## config.mk

```make
export PLATFORM = sky130hd
export DESIGN_NAME = prefix_sched
export DESIGN_NICKNAME = d
export VERILOG_FILES = /design/src/rtl/prefix_sched.sv
export SDC_FILE = /design/constraint.sdc
export NUM_CORES = 1
export LEC_CHECK = 0
export BUFFER_PORTS_ARGS = -buffer_cell sky130_fd_sc_hd__buf_2
export CORE_UTILIZATION = 32
export CTS_BUF_LIST = sky130_fd_sc_hd__clkbuf_8 sky130_fd_sc_hd__clkbuf_16
export CTS_CLUSTER_DIAMETER = 120
export CTS_CLUSTER_SIZE = 14
export DETAILED_ROUTE_END_ITERATION = 6
export GPL_TIMING_DRIVEN = 0
export PLACE_DENSITY = 0.47
export SETUP_SLACK_MARGIN = 0.5
export SLEW_MARGIN = 40
export SYNTH_ARGS = -nofsm -noshare
export SYNTH_HDL_FRONTEND = slang
export SYNTH_SLANG_ARGS = --single-unit
```

## constraint.sdc

```tcl
create_clock -name clk -period 9.3 [get_ports clk]
set_input_delay 0.465 -clock clk [delete_from_list [all_inputs] [get_ports clk]]
set_output_delay 0.465 -clock clk [all_outputs]
set_load 0.005 [all_outputs]
```

## src/rtl/prefix_sched.sv

```systemverilog
// prefix_sched: shares one PREFIX engine between two requesters by buffering whole jobs,
// arbitrating round-robin and replaying each job as one burst. Watchdog: PREFIX_SCHED_TIMEOUT_EN.
//
//  state  | meaning
//  IDLE   | nothing in flight; grant a done buffer (pointer breaks ties)
//  SEND   | replay granted buffer to the engine, one token per cycle
//  WAIT   | burst complete, waiting for the engine result
//  RESP   | result held on rsp_* until the requester accepts it
module prefix_sched #(
  parameter int MAX_TOK = 19,
  parameter int TIMEOUT = 1024
) (
  input  logic        clk,
  input  logic        rst,
  input  logic        req0_valid,
  output logic        req0_ready,
  input  logic        req0_opt,
  input  logic [4:0]  req0_data,
  input  logic        req0_last,
  input  logic        req1_valid,
  output logic        req1_ready,
  input  logic        req1_opt,
  input  logic [4:0]  req1_data,
  input  logic        req1_last,
  output logic        eng_in_valid,
  output logic        eng_opt,
  output logic [4:0]  eng_in_data,
  input  logic        eng_out_valid,
  input  logic [94:0] eng_out,
  output logic        rsp_valid,
  input  logic        rsp_ready,
  output logic        rsp_id,
  output logic [94:0] rsp_data,
  output logic        rsp_err
);

  localparam int CW = $clog2(MAX_TOK + 1);

  typedef enum logic [1:0] {S_IDLE, S_SEND, S_WAIT, S_RESP} state_t;

  if (TIMEOUT < 1) begin : g_bad_timeout
    $error("prefix_sched: TIMEOUT must be at least 1");
  end

  logic [1:0]    vld, lst, opt_in, acc, clr;
  logic [4:0]    dat [2];

  logic [4:0]    mem_q [2][MAX_TOK];
  logic [CW-1:0] cnt_q [2];
  logic [1:0]    opt_q, done_q;

  state_t        state_q, state_d;
  logic          gnt_q, gnt_d, ptr_q, ptr_d;
  logic [CW-1:0] idx_q, idx_d;
  logic          tmo_hit;

  logic          eng_in_valid_q, eng_in_valid_d;
  logic          eng_opt_q, eng_opt_d;
  logic [4:0]    eng_in_data_q, eng_in_data_d;
  logic          rsp_valid_q, rsp_valid_d;
  logic          rsp_id_q, rsp_id_d;
  logic          rsp_err_q, rsp_err_d;
  logic [94:0]   rsp_data_q, rsp_data_d;

  assign vld    = {req1_valid, req0_valid};
  assign lst    = {req1_last, req0_last};
  assign opt_in = {req1_opt, req0_opt};
  assign dat[0] = req0_data;
  assign dat[1] = req1_data;

  assign req0_ready = !done_q[0];
  assign req1_ready = !done_q[1];
  assign acc        = vld & ~done_q;
  assign clr[0]     = rsp_valid_q && rsp_ready && !rsp_id_q;
  assign clr[1]     = rsp_valid_q && rsp_ready && rsp_id_q;

  // A full buffer ends the job even without last.
  always_ff @(posedge clk) begin
    for (int k = 0; k < 2; k++) begin
      if (rst || clr[k]) begin
        cnt_q[k]  <= '0;
        done_q[k] <= 1'b0;
      end else if (acc[k]) begin
        mem_q[k][cnt_q[k]] <= dat[k];
        cnt_q[k]           <= cnt_q[k] + 1'b1;
        if (cnt_q[k] == '0) opt_q[k] <= opt_in[k];
        if (lst[k] || (cnt_q[k] == CW'(MAX_TOK - 1))) done_q[k] <= 1'b1;
      end
      if (rst) opt_q[k] <= 1'b0;
    end
  end

`ifdef PREFIX_SCHED_TIMEOUT_EN
  localparam int TW = $clog2(TIMEOUT + 1);
  logic [TW-1:0] tmo_q;

  always_ff @(posedge clk) begin
    if (rst || (state_q != S_WAIT)) tmo_q <= '0;
    else                            tmo_q <= tmo_q + 1'b1;
  end

  assign tmo_hit = (state_q == S_WAIT) && (tmo_q == TW'(TIMEOUT - 1));
`else
  assign tmo_hit = 1'b0;
`endif

  always_ff @(posedge clk) begin
    if (rst) begin
      state_q        <= S_IDLE;
      gnt_q          <= 1'b0;
      ptr_q          <= 1'b0;
      idx_q          <= '0;
      eng_in_valid_q <= 1'b0;
      eng_opt_q      <= 1'b0;
      eng_in_data_q  <= '0;
      rsp_valid_q    <= 1'b0;
      rsp_id_q       <= 1'b0;
      rsp_err_q      <= 1'b0;
      rsp_data_q     <= '0;
    end else begin
      state_q        <= state_d;
      gnt_q          <= gnt_d;
      ptr_q          <= ptr_d;
      idx_q          <= idx_d;
      eng_in_valid_q <= eng_in_valid_d;
      eng_opt_q      <= eng_opt_d;
      eng_in_data_q  <= eng_in_data_d;
      rsp_valid_q    <= rsp_valid_d;
      rsp_id_q       <= rsp_id_d;
      rsp_err_q      <= rsp_err_d;
      rsp_data_q     <= rsp_data_d;
    end
  end

  always_comb begin
    state_d = state_q;
    gnt_d   = gnt_q;
    ptr_d   = ptr_q;
    idx_d   = idx_q;
    case (state_q)
      S_IDLE: begin
        if (done_q != 2'b00) begin
          gnt_d   = (done_q == 2'b11) ? ptr_q : done_q[1];
          ptr_d   = ~gnt_d;
          idx_d   = '0;
          state_d = S_SEND;
        end
      end
      S_SEND: begin
        if (idx_q == cnt_q[gnt_q] - 1'b1) state_d = S_WAIT;
        else                              idx_d   = idx_q + 1'b1;
      end
      S_WAIT: begin
        if (eng_out_valid || tmo_hit) state_d = S_RESP;
      end
      S_RESP: begin
        if (rsp_ready) state_d = S_IDLE;
      end
      default: state_d = S_IDLE;
    endcase
  end

  // Outputs are registered, so they are derived from the next state.
  always_comb begin
    eng_in_valid_d = (state_d == S_SEND);
    eng_opt_d      = 1'b0;
    eng_in_data_d  = '0;
    if (state_d == S_SEND) begin
      eng_opt_d     = opt_q[gnt_d];
      eng_in_data_d = mem_q[gnt_d][idx_d];
    end
    rsp_valid_d = (state_d == S_RESP);
    rsp_id_d    = rsp_id_q;
    rsp_err_d   = rsp_err_q;
    rsp_data_d  = rsp_data_q;
    if ((state_q == S_WAIT) && (state_d == S_RESP)) begin
      rsp_id_d   = gnt_q;
      rsp_data_d = eng_out_valid ? eng_out : '0;
      rsp_err_d  = tmo_hit && !eng_out_valid;
    end
  end

  assign eng_in_valid = eng_in_valid_q;
  assign eng_opt      = eng_opt_q;
  assign eng_in_data  = eng_in_data_q;
  assign rsp_valid    = rsp_valid_q;
  assign rsp_id       = rsp_id_q;
  assign rsp_err      = rsp_err_q;
  assign rsp_data     = rsp_data_q;

endmodule

```

==> qor.txt <==
Run status: finished clean
Fill cells: 4,173
Detailed Place HPWL: 30.5 mm
Slew Limit Fails: 0
Starting DRT DRC Count: 605
PortBufs: 220
DIE HEIGHT: 203 um
Area Overhead vs Synth: 19.6%
Final setup violating endpoints: 0
Wire length of the first global-routing pass: 64.1 mm
Crit path kind: reg -> reg
Setup TNS: 0 ps
Via-to-Cell Ratio: 4.93
Final clock skew: 13.6 ps
Hold Buf Count CTS: 0
Starting Density: 32.5%
Count of distinct cell types in the synthesized netlist: 61
Routed wire per std cell: 21.3 um
GRT overflow: 0
Wire length reported by the detailed router: 43.6 mm
Clock latency on the worst-skew pair: 560 ps
Pwr/cell area: 190 mW/mm2
Proportion of synthesized flip-flops having asynchronous set or reset: 0%
Final RePlAce weighted congestion: 0.856
Cells after synthesis: 1,254
Met3 WL post-DR: 3.61 mm
Number of maximum-capacitance violations: 0
Mean area per synthesized cell: 10.3 um2
Yosys warns: 0
Count of flip-flops with a built-in enable after synthesis: 200
Clock-pin slew on the worst setup and hold paths: 70 ps
Share of layout cells above drive strength 1: 19.0%
Rows: 73
Crit path max fanout: 10
Most used flip-flop cell after synthesis: edfxtp_1
Number of global-route vias before repair: 10,100
Upper clock frequency limit: 268 MHz
Worst-path cell chain: clkbuf_1 > nor2_1 > a21oi_1 > a31oi_1 > clkbuf_1 > clkbuf_1 > nand2_1 > nand3_1 > o211ai_1 > a41oi_1 > a211o_1
Critical Path Start Type: register
Transition time at the pin with the least slew margin: 820 ps
Root buffer cell: clkbuf_16
TritonCTS clock tree: built
Synth Net Count: 1,379
Worst Path Required: 9780 ps
Final worst setup slack: 5570 ps
Setup WS pre-CTS: 5620 ps
Peak supply drop: 0.141 mV
Pin count of the biggest net entering global routing: 20
Period utilisation layout: 40.1%
Endpoint type of the worst setup path: register
Sequential share of the synthesized area: 64.5%
Number of endpoints with negative hold slack in the final report: 0
Worst endpoint data arrival time: 4210 ps
Cell at the slowest stage of the critical path: clkbuf_1
Seq cells post-synth: 317
Antenna violations before repair: 6
Setup bufs post-CTS: 0
Clock sink count: 317
Max-slew headroom at the worst pin: 45.1%
H-Tree Depth: 1
Std-Cell Core Area: 0.0398 mm2
Routed length on met2: 20.2 mm
Post-route total power: 2.94 mW
Leak: 5.78 nW
Via Count: 10,100
Cts repair resizes: 0
Die X: 203 um
First drt pass iteration count: 5
Worst Hold Slack: 131 ps
Number of buffers on the longest clock path: 3
Shortest period the worst path allows: 3730 ps
Hold WC Path Type: in -> reg
Number of ports placed on the die boundary: 222
Metal-1 WL: 18.7 mm
Total clock buffers created by CTS: 26
Floorplan die area: 0.0412 mm2
Max layer used: met5
CP peak stage delay: 640 ps
Netlist area before placement: 0.0129 mm2
DRC errors left: 0
Most used cell, CP: clkbuf_1
GR Util All Layers: 21.0%
# nets final: 1,627
Setup repair after global routing missed its margin: no
Remaining number of nets flagged by the antenna check after routing: 0
[where the power goes]
group	switching [mW]	internal [mW]	total (mW)	leakage [nW]
clock network	0.520	0.519	1.04	0.422
logic	0.264	0.112	0.377	2.60
registers	0.0110	1.51	1.52	2.76
[stage by stage]
stage / utilization [%] / instances / cell area (um2)
finish: 38.8 / 2045 / 15500
global route: 38.8 / 2045 / 15500
CTS: 38.8 / 2043 / 15500
detailed placement: 37.0 / 1999 / 14700
global placement: 36.9 / 1999 / 14700
floorplan: - / 1254 / 12900
[per-layer routing]
| layer | vias to the layer above | track usage (%) |
|---|---|---|
| met5 | - | 0 |
| met4 | 8 | 5.02 |
| met3 | 58 | 6.02 |
| met2 | 346 | 34.7 |
| met1 | 4851 | 27.0 |
| li1 | 4821 | - |
[critical path: cells and delay by family, from the launching register on]
family / cells / cell delay, ps
flip-flops: 1 / 310
AO/OA/AOI/OAI: 5 / 1510
buffers and inverters: 3 / 1260
AND/OR/NAND/NOR: 3 / 560
[sequential cells by signal, summed over array words and instances, names as in the netlist]
name	cells
gnt_q	1
rsp_id	1
rsp_valid	1
eng_in_data	5
opt_q	2
eng_opt	1
eng_in_valid	1
cnt_q	10
state_q	2
ptr_q	1
idx_q	5
rsp_data	95
done_q	2
mem_q	190
[logic make-up (layout without fill, tap and decap cells)]
logic type / count (synthesis) / in the layout / share of synthesized area [%]
DFF: 317 / 317 / 64.5
AOI/OAI and AO/OA: 204 / 204 / 10.3
and+or+nand+nor: 608 / 608 / 19.2
buffers and inverters: 89 / 353 / 2.96
other: 1 / 3 / 0.0290
xor gates and xnor gates: 17 / 17 / 1.21
adders and majority gates: 10 / 10 / 0.967
muxes: 8 / 8 / 0.783
[worst paths after layout]
check / startpoint / end / slack (ps) / depth (start not counted)
hold / removal: eng_out[93] / rsp_data[93]$_SDFFE_PP0P_ / 130 / 3
setup / recovery: state_q[0]$_SDFF_PP0_ / eng_in_data[0]$_SDFF_PP0_ / 5570 / 11
setup reg to reg: state_q[0]$_SDFF_PP0_ / eng_in_data[0]$_SDFF_PP0_ / 5570 / 11
hold reg to reg: rsp_data[1]$_SDFFE_PP0P_ / rsp_data[1]$_SDFFE_PP0P_ / 450 / 2
[cell usage in the layout (no fill, tap or decap), types with 4 or more instances in the layout]
cell and n:
dfxtp_1 117, buf_4 6, nand4_1 7, nand3_1 50, ha_1 10, a21oi_1 108
nor2_1 86, mux2i_1 5, o21ai_0 9, and2_1 5, a311o_1 6, buf_1 9
a41oi_1 6, xor2_1 9, clkbuf_16 27, nand2_1 428, clkbuf_1 53, o2111ai_1 4
and3_1 4, xnor2_1 7, edfxtp_1 200, a211o_1 7, buf_2 228, o211ai_1 42
nand2b_1 5, a211oi_1 4, inv_1 26
[Yosys cell counts (all sizes together), types with 10 or more instances]
cell	instances	share of area (%)
nand2	428	12
nand3	51	2.0
ha	10	0.97
a21oi	108	4.2
dfxtp	117	18
inv	10	0.29
edfxtp	200	46
clkbuf	54	1.6
buf	25	1.1
o211ai	42	2.4
nor2	88	2.6
o21ai	12	0.46
[area by class of cell]
type,instances,area (um2),share of cell area (%)
Timing Repair Buffer,220,1100,7.12
Antenna cell,2,5.00,0.0324
Clock buffer,27,676,4.37
Multi-Input combinational cell,848,4230,27.4
Clock inverter,17,66.3,0.429
Sequential cell,317,8350,54.0
Inverter,10,37.5,0.243
Tap cell,525,657,4.25
Buffer,79,345,2.23
Power figures use the tool's default switching activity.
